## config.mk

```make
export PLATFORM = sky130hd
export DESIGN_NAME = aes_core_sched
export DESIGN_NICKNAME = d
export VERILOG_FILES = /design/src/rtl/aes_core_sched.sv
export SDC_FILE = /design/constraint.sdc
export NUM_CORES = 1
export LEC_CHECK = 0
export CORE_ASPECT_RATIO = 0.9
export CORE_MARGIN = 3
export CORE_UTILIZATION = 43
export CTS_BUF_LIST = sky130_fd_sc_hd__clkbuf_2
export CTS_CLUSTER_SIZE = 28
export DETAILED_ROUTE_END_ITERATION = 8
export GPL_TIMING_DRIVEN = 0
export PLACE_DENSITY_LB_ADDON = 0.05
export SYNTH_ARGS = -nofsm -noshare
export SYNTH_HDL_FRONTEND = slang
export SYNTH_SLANG_ARGS = --single-unit
```

## constraint.sdc

```tcl
create_clock -name clk -period 1.9 [get_ports clk]
set_clock_uncertainty 0.1 [all_clocks]
set_input_delay 0.285 -clock clk [delete_from_list [all_inputs] [get_ports clk]]
set_output_delay 0.285 -clock clk [all_outputs]
set_load 0.02 [all_outputs]
```

## src/rtl/aes_core_sched.sv

```systemverilog
// aes_core_sched
//   Round scheduler in front of an iterative AES core shared by two
//   requesters. A round-robin arbiter accepts one job in IDLE, then the
//   scheduler walks the core through rounds 0..Nr (Nr = NR128 or NR256
//   depending on the latched key size), and finally holds the result
//   valid until the owner consumes it.
//
// Ports
//   clk, rst                 clock, synchronous active-high reset
//   req0_valid/ksel/ready    requester 0 handshake and key size
//   req1_valid/ksel/ready    requester 1 handshake and key size
//   key_gene_en              key-expansion / round-datapath enable
//   Round_Count              current round index to the core
//   first_round, last_round  round-0 / final-round markers during RUN
//   owner, ksel_q            requester and key size of the current job
//   res_valid, res_ready     result handshake towards the owner
//   busy                     high while a job is in RUN or DONE
module aes_core_sched #(
  parameter int NR128 = 10,
  parameter int NR256 = 14
) (
  input  logic       clk,
  input  logic       rst,
  input  logic       req0_valid,
  input  logic       req0_ksel,
  output logic       req0_ready,
  input  logic       req1_valid,
  input  logic       req1_ksel,
  output logic       req1_ready,
  output logic       key_gene_en,
  output logic [3:0] Round_Count,
  output logic       first_round,
  output logic       last_round,
  output logic       owner,
  output logic       ksel_q,
  output logic       res_valid,
  input  logic       res_ready,
  output logic       busy
);

  localparam logic [3:0] NR128_IDX = 4'(NR128);
  localparam logic [3:0] NR256_IDX = 4'(NR256);

  typedef enum logic [1:0] {
    IDLE = 2'b00,
    RUN  = 2'b01,
    DONE = 2'b10
  } state_t;

  state_t     state_reg, state_next;
  logic       key_gene_en_reg, key_gene_en_next;
  logic [3:0] round_reg, round_next;
  logic       first_reg, first_next;
  logic       last_reg, last_next;
  logic       owner_reg, owner_next;
  logic       ksel_reg, ksel_next;
  logic       res_valid_reg, res_valid_next;
  logic       busy_reg, busy_next;
  // Requester that wins a tie in IDLE; it is the one not served last.
  logic       prio_reg, prio_next;

  logic       grant1;
  logic       grant_any;
  logic       acc_ksel;
  logic [3:0] acc_final;
  logic [3:0] final_idx;
  logic [3:0] round_inc;

  // Arbitration is purely combinational so ready can answer valid in the
  // same cycle; only the IDLE state ever exposes it.
  always_comb begin
    grant1     = req1_valid && (!req0_valid || prio_reg);
    grant_any  = req0_valid || req1_valid;
    req0_ready = (state_reg == IDLE) && req0_valid && !grant1;
    req1_ready = (state_reg == IDLE) && grant1;
    acc_ksel   = grant1 ? req1_ksel : req0_ksel;
    acc_final  = acc_ksel ? NR256_IDX : NR128_IDX;
    final_idx  = ksel_reg ? NR256_IDX : NR128_IDX;
    round_inc  = round_reg + 4'd1;
  end

  always_comb begin
    state_next       = state_reg;
    key_gene_en_next = key_gene_en_reg;
    round_next       = round_reg;
    first_next       = 1'b0;
    last_next        = 1'b0;
    owner_next       = owner_reg;
    ksel_next        = ksel_reg;
    res_valid_next   = res_valid_reg;
    busy_next        = busy_reg;
    prio_next        = prio_reg;

    case (state_reg)
      IDLE: begin
        key_gene_en_next = 1'b0;
        round_next       = 4'd0;
        res_valid_next   = 1'b0;
        busy_next        = 1'b0;
        if (grant_any) begin
          state_next       = RUN;
          key_gene_en_next = 1'b1;
          first_next       = 1'b1;
          last_next        = (acc_final == 4'd0);
          owner_next       = grant1;
          ksel_next        = acc_ksel;
          busy_next        = 1'b1;
        end
      end

      RUN: begin
        // The >= guard keeps the counter from running past the final index
        // even if the last-round marker were ever missed.
        if (last_reg || (round_reg >= final_idx)) begin
          state_next       = DONE;
          key_gene_en_next = 1'b0;
          round_next       = 4'd0;
          res_valid_next   = 1'b1;
        end else begin
          key_gene_en_next = 1'b1;
          round_next       = round_inc;
          last_next        = (round_inc == final_idx);
        end
      end

      DONE: begin
        key_gene_en_next = 1'b0;
        round_next       = 4'd0;
        if (res_ready) begin
          // Returning to IDLE (rather than re-granting here) means the next
          // job is accepted one cycle after the result handshake at best.
          state_next     = IDLE;
          res_valid_next = 1'b0;
          busy_next      = 1'b0;
          prio_next      = ~owner_reg;
        end
      end

      default: begin
        state_next       = IDLE;
        key_gene_en_next = 1'b0;
        round_next       = 4'd0;
        res_valid_next   = 1'b0;
        busy_next        = 1'b0;
      end
    endcase
  end

  always_ff @(posedge clk) begin
    if (rst) begin
      state_reg       <= IDLE;
      key_gene_en_reg <= 1'b0;
      round_reg       <= 4'd0;
      first_reg       <= 1'b0;
      last_reg        <= 1'b0;
      owner_reg       <= 1'b0;
      ksel_reg        <= 1'b0;
      res_valid_reg   <= 1'b0;
      busy_reg        <= 1'b0;
      prio_reg        <= 1'b0;
    end else begin
      state_reg       <= state_next;
      key_gene_en_reg <= key_gene_en_next;
      round_reg       <= round_next;
      first_reg       <= first_next;
      last_reg        <= last_next;
      owner_reg       <= owner_next;
      ksel_reg        <= ksel_next;
      res_valid_reg   <= res_valid_next;
      busy_reg        <= busy_next;
      prio_reg        <= prio_next;
    end
  end

  assign key_gene_en = key_gene_en_reg;
  assign Round_Count = round_reg;
  assign first_round = first_reg;
  assign last_round  = last_reg;
  assign owner       = owner_reg;
  assign ksel_q      = ksel_reg;
  assign res_valid   = res_valid_reg;
  assign busy        = busy_reg;

endmodule

```

# After elaboration in Yosys (flattened, before gate mapping)
# Index checks and enable logic that the tools add are counted.
# classes
add_sub_neg,1
order_cmp,1
n_eq_ne,6
mux,17
n_bitwise,3
reduce_logical,18
# ops
op,count
$reduce_and A2 Y1,4
$mux W1,7
$mux W2,3
$mux W3,2
$ne A2 B2 Y1 const B,3
$pmux W1 S2,3
$pmux W2 S3,1
$add A4 B1 Y4 const B,1
$eq A4 B4 Y1,1
$ge A4 B4 Y1,1
$logic_and A1 B1 Y1,4
$logic_not A4 Y1,1
$logic_or A1 B1 Y1,3
$not A1 Y1,3
$pmux W1 S3,1
$reduce_and A3 Y1,1
$reduce_or A3 Y1,1
$eq A2 B1 Y1 const B,1
$eq A2 B2 Y1 const B,1
$logic_not A1 Y1,2
$logic_not A2 Y1,1
$reduce_or A2 Y1,1
# word_totals
reg_bits,14
wordCells,56

# Logic depth before layout (Yosys ltp)
# depth
ltp_word,8
ltp_mapped,5

# Worst setup path after synthesis
# Ideal clock, no wire load.
# synth_timing
kind,register -> register
start,"register round_reg[0], in the netlist Round_Count[0]"
end,"register last_reg, in the netlist last_round"
t_arrival_ns,1.347
t_required_ns,1.712
path_slack_ns,0.366
stages_incl_launch_ff,6
synth_period_minus_slack_ns,1.534
cell_sequence,dfxtp_1 inv_1 ha_1 o211ai_2 nand4_4 nor4_2
# synth_via
elab_chain_len,4
# synth_rtl
item,line_no,rtl
start: declaration,52,"logic [3:0] round_reg, round_next;"
start signal: assignment,164,round_reg <= round_next;
$add A4 B1 Y4,79,round_inc = round_reg + 4'd1;
via round_inc[0],67,logic [3:0] round_inc;
$eq A4 B4 Y1,122,last_next = (round_inc == final_idx);
$mux W1,114,if (last_reg || (round_reg >= final_idx)) begin
$pmux W1 S2,94,case (state_reg)
end signal: assignment,166,last_reg <= last_next;
end: declaration,54,"logic last_reg, last_next;"
# The timed path passes the listed nets, and every way through them passes these cells.
# A chain may end at the register's enable or synchronous reset.

# Final worst setup path
# layout_timing
start,input port req0_valid
end,output port req1_ready
# layout_via
elab_chain_len,4
# layout_rtl
item,line_no,rtl
start: declaration,24,"input logic req0_valid,"
$logic_not A1 Y1,72,grant1 = req1_valid && (!req0_valid || prio_reg);
$logic_or A1 B1 Y1,72,
$logic_and A1 B1 Y1,72,
$logic_and A1 B1 Y1,75,req1_ready = (state_reg == IDLE) && grant1;
end: declaration,29,"output logic req1_ready,"
# Every way passes these cells.

==> results.py <==
metrics = {
    "floorplan": {
        "die_y_um": 42.4,
        "die_area_mm2": 0.00197,
        "row_count": 12,
        "fp.dieW_um": 46.4,
        "ioPinCount": 20,
        "core_mm2": 0.00131,
        "start_util": 0.484,
    },
    "routing": {
        "ant_nets": 0,
        "drc": 0,
        "drtIter0Drc": 10,
        "routedWlPerCell_um": 13.0,
        "vias_per_cell": 5.34,
        "routed_wirelength_um": 1320,
        "num_vias": 539,
        "drt_pass1_iterations": 4,
    },
    "sta": {
        "setup_ws_ns": 0.0699,
        "setup_viol": 0,
        "fmax_ghz": 0.546,
        "rsz0062_at_grt": "false",
        "period_share": 0.963,
        "hold_viol": 0,
        "slew_viol_final": 0,
        "slew_headroom": 0.737,
        "worst_slew_pin_slew_ns": 0.392,
        "period_minus_slack_ns": 1.83,
    },
    "synthesis": {
        "ys_ff_latch": 14,
        "yosysTopAreaCellShare": 0.444,
        "synth_ff_type": "dfxtp_1",
        "synthCells": 66,
        "avgSynthCellArea_um2": 9.57,
        "async_reset_ff_frac": 0,
        "syn-cell-area_um2": 632,
        "syn_nets": 77,
        "synth-edff-count": 0,
        "synth_most_common_cell": "dfxtp_1",
        "synth_cell_types": 26,
        "yosys-top-cells-area": "dfxtp_1, ha_1, nor2_1",
        "ys_top_cells_by_count": "dfxtp_1, nor2_1, inv_1",
        "yosysTopAreaCell": "dfxtp_1",
        "yosysWarnings": 0,
        "ys_seq_area_frac": 0.444,
    },
    "power": {
        "power_frac_comb": 0.229,
        "p_sw_frac": 0.296,
        "internal_power_mw": 0.420,
        "p_per_area_mw_per_mm2": 707,
        "peakVddDrop_v": 0.000446,
        "total_power_mw": 0.596,
        "p_leak_nw": 0.336,
        "clockPowerShare": 0.223,
        "p_seq_frac": 0.548,
        "p_switching_mw": 0.176,
    },
    "global_route": {
        "grtUsageTotal": 0.157,
        "antenna_found_initial": 0,
        "grtUsageMet3": 0.0773,
        "grtUsageMet2": 0.253,
        "grt_busiest_layer": "met2",
        "grt_pass1_vias": 539,
        "use_met1": 0.183,
        "grt_overflow_total": 0,
        "grt_pass1_wl_um": 2210,
        "grt_max_degree": 10,
    },
    "run": {
        "maxCapViolations": 0,
    },
    "setup_path": {
        "required_ns": 1.51,
        "startpoint_type": "primary input",
        "r2r_slack_ns": 0.33,
        "crit_type": "primary input to output port",
        "critPathBufInv": 3,
        "endpoint_kind": "output port",
        "cp_slowest_cell": "clkdlybuf4s50_1",
        "worst-path-max-fanout": 4,
        "critPathMaxStageDelay_ns": 0.46,
        "reg2regPathDepth": 5,
        "r2r_start": "Round_Count[0]",
        "critical_path_arrival_ns": 1.45,
        "cp_top_family": "buffers and inverters",
        "path_cells": "clkdlybuf4s50_1 > nand2b_1 > nand3_1 > inv_1 > dlygate4sd2_1",
        "r2r-end": "last_round",
    },
    "min_path": {
        "hold_class": "primary input to flip-flop",
        "hold_start": "rst",
        "hold_depth": 2,
        "whs_endpoint": "first_round",
    },
    "cells_and_area": {
        "finish.utilization": 0.646,
        "antenna_cells": 0,
        "final_cell_count_no_fill": 101,
        "largest_register_ffs": 4,
        "drive_gt1_frac": 0.103,
        "syn_to_final_growth_pct": 33.5,
        "fin_nets": 100,
        "n_fill_cell": 123,
    },
    "clocking": {
        "path_clk_slew_ns": 0.13,
        "clk_latency_ns": 0.27,
        "root_buffer": "clkbuf_2",
        "cts_buffers": 3,
        "clk_path_buf_depth": 2,
        "cts_tree": "yes",
        "cts_max_level": 1,
        "cts_num_sinks": 14,
        "cts_hold_buffers": 0,
    },
    "placed_design": {
        "pre_cts_slack_ns": -0.215,
        "dpl.hpwl_um": 1040,
        "dp.cells": 98,
        "routabilityCongestion": 0.691,
        "port_buffers": 18,
    },
    "status": {
        "outcome": "complete, no violations",
    },
}
## power by group through the flow
stage	logic [mW]	clock network [mW]	registers (mW)
after global routing	0.147	0.153	0.330
after detailed placement	0.138	0	0.333
final	0.137	0.133	0.327
after global placement	0.136	0	0.332
after floorplan	0.0606	0	0.350
after CTS	0.136	0.137	0.327
## repair_timing
item	4_1_cts	5_1_grt
cloned	0	0
buffers inserted	0	0
gates resized for setup	2	1
endpoints found under the setup margin	2	1
## area by class of cell
type | instances | area [um^2] | share of cell area
repair buffers | 18 | 179 | 0.212
plain buffers | 1 | 3.75 | 0.00445
multi-input cells | 44 | 322 | 0.381
flip-flops and latches | 14 | 280 | 0.332
clock buffers | 3 | 15.0 | 0.0178
inverters | 7 | 26.3 | 0.0312
well taps | 14 | 17.5 | 0.0208
## layout by cell type, fill, tap and decap left out, types with 2 or more instances in the layout
cell type        Yosys  layout
a21oi_1              4       4
dfxtp_1             14      14
nand3_1              2       2
xnor2_1              2       2
inv_1                7       7
clkbuf_2             0       3
ha_1                 4       4
o21ai_1              5       5
nor2_1               8       8
o21ai_0              2       2
clkdlybuf4s50_1      0      16
and3_1               2       2
## routing by layer
layer | routed length, um | part of all wire | vias to the layer above
li1 | - | - | 266
met1 | 592 | 0.45 | 257
met2 | 640 | 0.49 | 16
met3 | 84 | 0.064 | 0
met4 | 0 | 0 | 0
met5 | 0 | 0 | -
## how the worst max path moves through the flow
stage	from	to	slack, ns	cells after the start
2_1_floorplan	Round_Count[0]	last_round	0.37	5
3_3_place_gp	req0_valid	req0_ready	-0.20	5
3_5_place_dp	req0_valid	req0_ready	-0.22	5
4_1_cts	req0_valid	req0_ready	0.05	5
5_1_grt	state_reg[1]	req1_ready	0.004	4
6_report	req0_valid	req1_ready	0.07	5
## stage by stage
step	TNS (ns)	hold WS (ns)	cell area, um^2
6_report	0	0.281	843
3_5_place_dp	-0.392	0.361	830
5_1_grt	0	0.295	843
4_1_cts	0	0.269	842
2_1_floorplan	0	0.356	632
3_3_place_gp	-0.341	0.353	830
## cells by family after synthesis
family	Yosys count	synth area share
simple gates	20	0.212
compound gates	17	0.176
flops	14	0.444
buf+inv	8	0.0475
fa+ha+maj	4	0.0792
xor+xnor	3	0.0416
(Power assumes the default switching activity.)
